File: src/rtl/uart_tx_frame_ctrl_pkg.sv
// Shared definitions for the UART TX frame controller: FSM state codes,
// line levels and parity type codes.
package uart_tx_frame_ctrl_pkg;

  typedef enum logic [2:0] {
    ST_IDLE   = 3'd0,
    ST_START  = 3'd1,
    ST_DATA   = 3'd2,
    ST_PARITY = 3'd3,
    ST_STOP   = 3'd4
  } tx_state_e;

  localparam logic LINE_IDLE  = 1'b1;
  localparam logic LINE_START = 1'b0;
  localparam logic LINE_STOP  = 1'b1;

  localparam logic PAR_EVEN = 1'b0;
  localparam logic PAR_ODD  = 1'b1;

endpackage

File: src/rtl/uart_tx_frame_ctrl_parity_calc.sv
// Combinational N-bit parity; odd_i flips the result so the frame's total
// count of ones (data + parity bit) comes out even or odd as selected.
module uart_parity_calc #(
  parameter int N = 8
) (
  input  logic [N-1:0] data_i,
  input  logic         odd_i,
  output logic         par_o
);

  // Reduction XOR gives even parity; XOR with the type selects odd.
  always_comb begin
    par_o = (^data_i) ^ odd_i;
  end

endmodule

File: src/rtl/uart_tx_frame_ctrl.sv
// UART TX frame controller. Latches one byte per handshake, sequences
// start -> data (from the serializer) -> optional parity -> stop at one bit
// per clock, and cross-checks the serializer done pulse against a local
// shadow count of data bits.
module uart_tx_frame_ctrl
  import uart_tx_frame_ctrl_pkg::*;
#(
  parameter int WIDTH = 3
) (
  input  logic                TxCtrl_CLK,
  input  logic                TxCtrl_RST_ASYN,
  input  logic [2**WIDTH-1:0] TxCtrl_DataIn,
  input  logic                TxCtrl_DataValid,
  input  logic                TxCtrl_ParEn,
  input  logic                TxCtrl_ParType,
  input  logic                TxCtrl_SerDone,
  input  logic                TxCtrl_SerData,
  output logic [2**WIDTH-1:0] TxCtrl_SerParallel,
  output logic                TxCtrl_SerEn,
  output logic                TxCtrl_TxOut,
  output logic                TxCtrl_Busy,
  output logic                TxCtrl_FrameErr
);

  localparam int N = 2**WIDTH;
  localparam logic [WIDTH-1:0] LAST_BIT = WIDTH'(N-1);

  tx_state_e        state_q, state_d;
  logic [N-1:0]     data_q, data_d;
  logic             par_q, par_d;
  logic             par_en_q, par_en_d;
  logic [WIDTH-1:0] shadow_q, shadow_d;
  logic             err_q, err_d;

  logic par_calc;
  logic accept;
  logic last_bit;

  uart_parity_calc #(.N(N)) u_parity (
    .data_i (TxCtrl_DataIn),
    .odd_i  (TxCtrl_ParType),
    .par_o  (par_calc)
  );

  // A new byte is only taken when the line is idle or finishing a stop bit,
  // which is what allows back-to-back frames with no idle gap.
  assign accept   = TxCtrl_DataValid && ((state_q == ST_IDLE) || (state_q == ST_STOP));
  assign last_bit = (shadow_q == LAST_BIT);

  // Next-state, latch and shadow-counter logic.
  always_comb begin
    state_d  = state_q;
    data_d   = data_q;
    par_d    = par_q;
    par_en_d = par_en_q;
    shadow_d = shadow_q;
    // Done must coincide with the last data bit; anything else is flagged.
    err_d    = (state_q == ST_DATA) && (TxCtrl_SerDone != last_bit);
    case (state_q)
      ST_IDLE, ST_STOP: begin
        if (accept) begin
          data_d   = TxCtrl_DataIn;
          par_d    = par_calc;
          par_en_d = TxCtrl_ParEn;
          shadow_d = '0;
          state_d  = ST_START;
        end else begin
          state_d  = ST_IDLE;
        end
      end
      ST_START: begin
        shadow_d = '0;
        state_d  = ST_DATA;
      end
      ST_DATA: begin
        shadow_d = shadow_q + WIDTH'(1);
        // Leave on our own count; SerDone is only checked, never trusted.
        if (last_bit) state_d = par_en_q ? ST_PARITY : ST_STOP;
      end
      ST_PARITY: state_d = ST_STOP;
      default:   state_d = ST_IDLE;
    endcase
  end

  // State and datapath registers; reset drops the line immediately.
  always_ff @(posedge TxCtrl_CLK or negedge TxCtrl_RST_ASYN) begin
    if (!TxCtrl_RST_ASYN) begin
      state_q  <= ST_IDLE;
      data_q   <= '0;
      par_q    <= 1'b0;
      par_en_q <= 1'b0;
      shadow_q <= '0;
      err_q    <= 1'b0;
    end else begin
      state_q  <= state_d;
      data_q   <= data_d;
      par_q    <= par_d;
      par_en_q <= par_en_d;
      shadow_q <= shadow_d;
      err_q    <= err_d;
    end
  end

  // Line mux and status outputs decoded from the state register.
  always_comb begin
    TxCtrl_TxOut = LINE_IDLE;
    TxCtrl_Busy  = 1'b1;
    TxCtrl_SerEn = 1'b0;
    case (state_q)
      ST_IDLE:   TxCtrl_Busy  = 1'b0;
      ST_START:  TxCtrl_TxOut = LINE_START;
      ST_DATA: begin
        TxCtrl_TxOut = TxCtrl_SerData;
        TxCtrl_SerEn = 1'b1;
      end
      ST_PARITY: TxCtrl_TxOut = par_q;
      ST_STOP:   TxCtrl_TxOut = LINE_STOP;
      default:   TxCtrl_Busy  = 1'b0;
    endcase
  end

  assign TxCtrl_SerParallel = data_q;
  assign TxCtrl_FrameErr    = err_q;

endmodule

File: config.mk
export PLATFORM = sky130hd
export DESIGN_NAME = uart_tx_frame_ctrl
export DESIGN_NICKNAME = d
export VERILOG_FILES = /design/src/rtl/uart_tx_frame_ctrl_pkg.sv /design/src/rtl/uart_tx_frame_ctrl_parity_calc.sv /design/src/rtl/uart_tx_frame_ctrl.sv
export SDC_FILE = /design/constraint.sdc
export NUM_CORES = 1
export LEC_CHECK = 0
export CAP_MARGIN = 30
export CORE_UTILIZATION = 40
export CTS_BUF_LIST = sky130_fd_sc_hd__clkbuf_8
export DETAILED_ROUTE_END_ITERATION = 10
export GPL_ROUTABILITY_DRIVEN = 0
export PLACE_DENSITY = 0.81
export SLEW_MARGIN = 20
export SYNTH_ARGS = -nofsm -noshare
export SYNTH_HDL_FRONTEND = slang
export SYNTH_HIERARCHICAL = 1
export SYNTH_SLANG_ARGS = --single-unit
File: constraint.sdc
create_clock -name TxCtrl_CLK -period 1.5 [get_ports TxCtrl_CLK]
set_input_delay 0.15 -clock TxCtrl_CLK [delete_from_list [all_inputs] [get_ports TxCtrl_CLK]]
set_output_delay 0.15 -clock TxCtrl_CLK [all_outputs]
set_load 0.1 [all_outputs]
# == Yosys cells after proc, flatten, opt, wreduce, memory -nomap -nowiden ==
# Index checks and enable logic that the tools add are counted.
# word_totals
ff_bits,17
output_inout_bits,12
inputBits,15
elab_cells,35
# classes
eq_ne,8
bitwise_logic,1
muxes,9
addsub,1
reduce_logical,10
# ops
op,n
one-hot mux 3 bit (4 select lines),1
2-to-1 mux 3 bit,3
one-hot mux 3 bit (3 select lines),1
XOR reduction 8 bit,1
equality test 3 x 2 -> 1 bit (second input constant),2
equality test 3 bit (second input constant),2
!= test 2 bit (second input constant),2
AND reduction 2 bit,2
OR reduction 4 bit,1
adder 3 x 1 -> 3 bit (second input constant),1
equality test 3 x 1 -> 1 bit (second input constant),1
zero test 3 bit,1
2-to-1 mux 1 bit,3
one-hot mux 1 bit (3 select lines),1
nonzero test 3 bit,1
logical AND 1 bit,2
OR reduction 2 bit,1
logical OR 1 bit,1
!= test 1 bit,1
XOR 1 bit,1

# == Longest topological paths before layout ==
# Gate-level depths: netlist of the first run.
# logic_depth
word_depth,5
ltp_mapped,4
depth_no_buf,4

# == Modules after synthesis ==
# Netlist of the first run, hierarchy kept.
# by_module_without_submodules
module,seq_area_each_um2,n_inst,area_per_inst_um2,cells_each
uart_tx_frame_ctrl,425.4,1,802.0,59
uart_parity_calc,0.0,1,82.6,7

# == Worst setup path after synthesis of the first run ==
# OpenSTA, ideal clock, no wires.
# synth_timing
path_type,register -> output
from,reg state_q[2]
to,out TxCtrl_Busy
path_buffers,1
stages_incl_launch_ff,3
required_ns,1.350
setup_slack_ns,-0.754
t_arrival_ns,2.104
cell_sequence,dfrtp_1 > clkbuf_1 > xnor2_1
# synth_between
elab_chain_cells,3
elab_cells_between_ends,6
cone_classes,eq/ne (4); mux (1); reduce/logical (1)
# synth_lines
element,line,text
"start, declared",uart_tx_frame_ctrl.sv:28,"tx_state_e state_q, state_d;"
"start signal, assigned",uart_tx_frame_ctrl.sv:95,state_q <= state_d;
equality test 3 bit (tied with other cells),uart_tx_frame_ctrl.sv:109,case (state_q)
OR reduction 4 bit (no line) (*),--,
2-to-1 mux 1 bit (*),uart_tx_frame_ctrl.sv:109,
"end, declared",uart_tx_frame_ctrl.sv:21,"output logic TxCtrl_Busy,"
# Mark *: on every way between the ends. The rest lies on a longest branch, timed or not.

# == Worst setup path after layout of the first run ==
# layout_timing
from,reg state_q[0]
to,out TxCtrl_SerEn
# layout_between
elab_chain_cells,2
# layout_lines
element,line,text
equality test 3 x 2 -> 1 bit,uart_tx_frame_ctrl.sv:109,
2-to-1 mux 1 bit,uart_tx_frame_ctrl.sv:109,
"end, declared",uart_tx_frame_ctrl.sv:19,"output logic TxCtrl_SerEn,"
# No other way between the ends.

==> key figures, run 1 <==
Synthesis
  • Syn Area/Cell: between 10 and 15 um^2
  • Ys Warns: 6
  • Mapped cell area: 885 um^2
  • Post-synth EDFFs: 0
  • Synth cell types: 27
  • #FFs+latches synth: 17
  • Sequential fraction of the synthesis area: 48.1%
  • Post-Syn Instances: 66
  • Synth Flop Type: dfrtp_1
  • Syn nets: 83
  • Async set or reset register ratio after synthesis: 100%

Clock network
  • CTS root buffer: clkbuf_8
  • TritonCTS Buffers: 3
  • Htree depth: 1
  • Hold Buf Count CTS: 0
  • Max Root-Sink Buffers: 2
  • Clock-pin slew on the worst setup and hold paths: roughly 0.060 ns
  • CTS tree: done
  • Worst skew pair latency: between 0.2 and 0.3 ns
  • Sink Count: 17

GRT
  • Total GRT Usage: a little under a fifth
  • Grt ovf: 0
  • Vias in the first global route: 690
  • Largest net degree at the start of global routing: 18
  • Antenna violations before repair: 0
  • First-pass GRT wire length: 3.39 mm

Cells and area
  • Nets: roughly 120
  • Area growth, synth to finish: 61.0%
  • Filler cells: between 100 and 150
  • Commonest non-fill, non-tap cell in the layout: dfrtp_1
  • Commonest cells after routing, fill and taps aside: 16 x dfrtp_1, 12 x clkdlybuf4s50_1, 12 x buf_12
  • Share of cells above drive strength 1: 44.0%
  • Inserted Diodes: 0

Timing
  • Final worst slack: 0.0304 ns
  • Hold Vio Cnt, Final: 0
  • Time the worst path needs with I/O delays and setup: about 1.5 ns
  • Final period utilization: between 90% and 100%
  • Worst Tran Pin Value: between 0.3 and 0.4 ns
  • Slew Limit Headroom: between 70% and 80%
  • RSZ-0062 raised after global routing: yes
  • Fmax achieved: just under 0.7 GHz
  • Number of setup violations in the final report: 0
  • Fin. max-slew vios: 0
  • Setup TNS: 0 ns
  • Final Skew: 0.00447 ns

Floorplan
  • Core area: between 2000 and 2500 um^2
  • Io pins: 27
  • Site row count: 16
  • Initial Utilization: a little over two fifths
  • Full die area: 2400 um^2
  • Die X: roughly 49 um
  • Die span in y: roughly 49 um

Routing
  • DR vias/cell: ~5.0
  • DRC: 0
  • 1st-pass router iterations: 4
  • Initial DRC count: 6
  • Via count: 632
  • Avg WL per Cell: about 16 um
  • ANT nets after route: 0
  • Post-Route WL: approximately 2.0 mm

Worst setup path
  • CP endpoint kind: output pin
  • Critical Path AT: ~1.3 ns
  • Worst-path fanout max: 10
  • Critical path data required time: approximately 1.4 ns
  • FF-to-FF setup slack: 0.08 ns
  • Worst Setup Start Kind: flop
  • Critical path class: reg -> out

Flow run
  • MaxCap Viol Count: 0

Worst hold path
  • Hold WC Path Type: in -> async

Placement
  • Detailed Place HPWL: around 1.4 mm
  • IO buf count: 26
  • DP Worst Slack: -0.224 ns

Outcome
  • Status: complete, no violations
-- area by class of cell --
class                      count  area, um^2  share of cell area, %
clock buffer                   3        41.3                   2.90
clock inverter                 1        3.75                  0.264
inverter                       2        7.51                  0.527
multi-input combinational     44         465                   32.7
sequential                    17         427                   30.0
tap                           27        33.8                   2.37
timing repair buffer          33         445                   31.3
-- metal layers --
metal  wire (um)  GRT usage [%]  up-vias
met4           8           4.41        0
met2        1120           35.2       18
li1            -              -      294
met1         774           21.2      318
met5           0              0        -
met3          92           5.92        2
-- critical path, cell delays in order, from the launching register on --
cell and delay [ns]:
dfrtp_1 0.41, buf_6 0.16, nor3_4 0.28, buf_12 0.21
-- cells in the mapped netlist (2+ instances only) --
library cell  number  share of area (%)
dfrtp_1           17                 48
mux2_4            10                 17
xnor2_1            6                5.9
a21oi_1            4                2.3
nand2_1            4                1.7
a22o_1             2                2.0
ha_1               2                2.8
inv_1              2               0.85
-- timing repair --
action	in CTS	in global routing
setup buffers	3	0
pin swaps	1	1
endpoints found under the setup margin	2	15
gates resized for setup	4	6
-- stage by stage --
stage               std cells  cell area [um^2]  hold WS [ns]  utilization [%]
floorplan                  66               908        -0.146                -
global placement          120              1320         0.488             65.2
detailed placement        120              1320         0.490             65.2
CTS                       127              1400         0.220             69.1
global route              127              1420         0.271             70.4
finish                    127              1420         0.220             70.4
-- flip-flops by register name, summed over array words and instances (netlist names) --
signal              flops
par_q                   1
TxCtrl_FrameErr         1
state_q                 3
par_en_q                1
TxCtrl_SerParallel      8
shadow_q                3
-- final timing paths --
path,depth (start not counted),from,endpoint
hold / removal,2,TxCtrl_RST_ASYN,par_en_q
max in group asynchronous,2,TxCtrl_RST_ASYN,state_q[1]
setup / recovery,3,state_q[0],TxCtrl_SerEn
setup reg to reg,4,state_q[1],TxCtrl_SerParallel[5]
hold reg to reg,1,shadow_q[1],shadow_q[1]
min in group TxCtrl_CLK,3,TxCtrl_DataIn[6],TxCtrl_SerParallel[6]
-- cells by family after synthesis --
family	synth area share, %
adders and majority gates	2.83
muxes	18.2
AOI/OAI and AO/OA	5.80
xor gates and xnor gates	11.3
DFF	48.1
buffers and inverters	4.10
and+or+nand+nor	9.62
Power of run 1 is left out: the tool's default activity adds up to more than one toggle a clock period on the data nets, which glitch-free logic cannot reach.
==> inputs of run 2 (changes only) <==
--- a/config.mk
+++ b/config.mk
@@ -10,7 +10,7 @@
 export CTS_BUF_LIST = sky130_fd_sc_hd__clkbuf_8
 export DETAILED_ROUTE_END_ITERATION = 10
 export GPL_ROUTABILITY_DRIVEN = 0
-export PLACE_DENSITY = 0.81
+export PLACE_DENSITY = 0.84
 export SLEW_MARGIN = 20
 export SYNTH_ARGS = -nofsm -noshare
 export SYNTH_HDL_FRONTEND = slang
==> constraint.sdc (replaced) <==
create_clock -name TxCtrl_CLK -period 1.2 [get_ports TxCtrl_CLK]
set_input_delay 0.12 -clock TxCtrl_CLK [delete_from_list [all_inputs] [get_ports TxCtrl_CLK]]
set_output_delay 0.12 -clock TxCtrl_CLK [all_outputs]
set_load 0.1 [all_outputs]
==> key figures, run 2 (synthesis results as in run 1) <==
Timing
  • Hold Slack: 0.209 ns (was 0.220 ns)
  • Slew Limit Headroom: 75.0% (about the same)
  • Setup TNS: -4.23 ns (was 0 ns)
  • Number of setup violations in the final report: 19 (was 0)
  • Time the worst path needs with I/O delays and setup: approximately 1.5 ns
  • Fmax achieved: about 0.65 GHz
  • Final worst slack: -0.345 ns (was 0.0304 ns)
  • Fin. max-slew vios: 0 (unchanged)
  • Worst Tran Pin Value: 0.375 ns (was 0.374 ns)
  • Hold Vio Cnt, Final: 0 (unchanged)
  • RSZ-0062 raised after global routing: yes (unchanged)
  • Final period utilization: 129%
  • Final Skew: 0.00316 ns (was 0.00447 ns)

Floorplan
  • Die span in y: 49.0 um (unchanged)
  • Io pins: 27 (unchanged)
  • Site row count: 16 (unchanged)
  • Die X: 49.0 um (unchanged)
  • Core area: 2020 um^2 (unchanged)
  • Initial Utilization: 43.7% (unchanged)
  • Full die area: 2400 um^2 (unchanged)

Worst setup path
  • Critical Path AT: 1.42 ns (was 1.32 ns)
  • Critical path class: reg -> out (unchanged)
  • Worst Setup Start Kind: flop (unchanged)
  • CP endpoint kind: output pin (unchanged)
  • Worst-path fanout max: 3 (was 10)
  • Critical path data required time: 1.08 ns (was 1.35 ns)
  • Reg2reg start: state_q[1] (unchanged)
  • Setup crit start: state_q[1] (was state_q[0])

GRT
  • Antenna violations before repair: 0 (unchanged)
  • Total GRT Usage: 22.1% (was 19.1%)
  • Largest net degree at the start of global routing: 18 (unchanged)
  • First-pass GRT wire length: 3.80 mm (was 3.39 mm)
  • Vias in the first global route: 718 (was 690)
  • Grt ovf: 0 (unchanged)

Cells and area
  • FF/Latch Area: 429 um^2 (was 427 um^2)
  • Multi-input gate area: 536 um^2 (was 465 um^2)
  • Commonest non-fill, non-tap cell in the layout: dfrtp_1 (unchanged)
  • Inserted Diodes: 0 (unchanged)
  • Share of cells above drive strength 1: 56.0% (was 44.0%)
  • Filler cells: 105 (was 148)
  • Commonest cells after routing, fill and taps aside: 14 x dfrtp_1, 13 x buf_12, 11 x mux2_4 (was 16 x dfrtp_1, 12 x clkdlybuf4s50_1, 12 x buf_12)
  • Area growth, synth to finish: 78.9% (was 61.0%)
  • Max reg flops: 8 (unchanged)
  • Nets: 127 (was 118)

Clock network
  • Worst skew pair latency: 0.24 ns (was 0.25 ns)
  • CTS root buffer: clkbuf_8 (unchanged)
  • CTS tree: done (unchanged)
  • Sink Count: 17 (unchanged)
  • Clock-pin slew on the worst setup and hold paths: 0.06 ns (about the same)
  • Hold Buf Count CTS: 0 (unchanged)
  • Max Root-Sink Buffers: 2 (unchanged)
  • TritonCTS Buffers: 3 (unchanged)
  • Htree depth: 1 (unchanged)

Routing
  • Via count: 720 (was 632)
  • DR vias/cell: 5.29 (was 4.98)
  • Avg WL per Cell: 19.5 um (was 15.7 um)
  • ANT nets after route: 0 (unchanged)
  • Post-Route WL: 2.65 mm (was 1.99 mm)
  • DRC: 0 (unchanged)
  • 1st-pass router iterations: 4 (unchanged)
  • Initial DRC count: 5 (was 6)

Placement
  • IO buf count: 26 (unchanged)
  • Detailed Place HPWL: 1.44 mm (was 1.38 mm)

Flow run
  • MaxCap Viol Count: 0 (unchanged)

Outcome
  • Status: finished with violations (was complete, no violations)
  • Failing checks: negative setup slack

Worst hold path
  • Hold WC Path Type: in -> async (unchanged)
==> run 2: changes by cell type in the layout (fill, tap and decap cells not counted), moves of 3 or more <==
cell	previous run	this run
buf_6	2	6
buf_4	5	8
clkdlybuf4s50_1	12	9
dlygate4sd2_1	0	3
==> run 2: timing repair <==
item                       in CTS  in global routing
setup endpoints to repair      18                 20
setup buffers                   5                  1
pin swaps                      12                  7
gates cloned                    0                  1
gates resized for setup        18                  8
==> run 2: metal layers <==
metal  GRT usage, %  share of wire [%]  vias to the layer above
li1               -                  -                      316
met1           26.2                 39                      367
met2           40.3                 53                       33
met3           3.74                4.8                        4
met4           7.35                2.3                        0
met5              0                  0                        -
==> run 2: through the flow <==
stage	instances	worst slack, ns	utilization (%)	cell area (um^2)
after floorplan	66	-0.526	-	938
after global placement	125	-0.460	68.4	1380
after detailed placement	125	-0.485	68.4	1380
after CTS	134	-0.303	76.2	1540
after global routing	136	-0.374	78.3	1580
final	136	-0.345	78.3	1580
==> run 2: cell type report <==
cell class / count / area share [%]
clock inverters: 1 / 0.237
well taps: 27 / 2.13
multi-input cells: 45 / 33.8
flip-flops and latches: 17 / 27.1
inverters: 2 / 0.632
repair buffers: 41 / 33.4
clock buffers: 3 / 2.61
==> run 2: worst max-delay path, stage by stage, from the launching register on <==
cell     delay [ns]
dfrtp_2        0.44
buf_4          0.15
nor2_4         0.13
buf_6          0.13
xnor2_4        0.13
buf_12         0.20
==> run 2: path summary, 6_finish.rpt <==
kind | slack [ns] | endpoint | cells after the start
setup / recovery | -0.34 | TxCtrl_Busy | 5
hold / removal | 0.21 | state_q[2] | 2
setup reg to reg | -0.33 | shadow_q[0] | 5
hold reg to reg | 0.54 | par_q | 1
max in group asynchronous | 0.78 | state_q[0] | 2
min in group TxCtrl_CLK | 0.24 | TxCtrl_SerParallel[4] | 2
Power of run 2 is left out for the same reason.
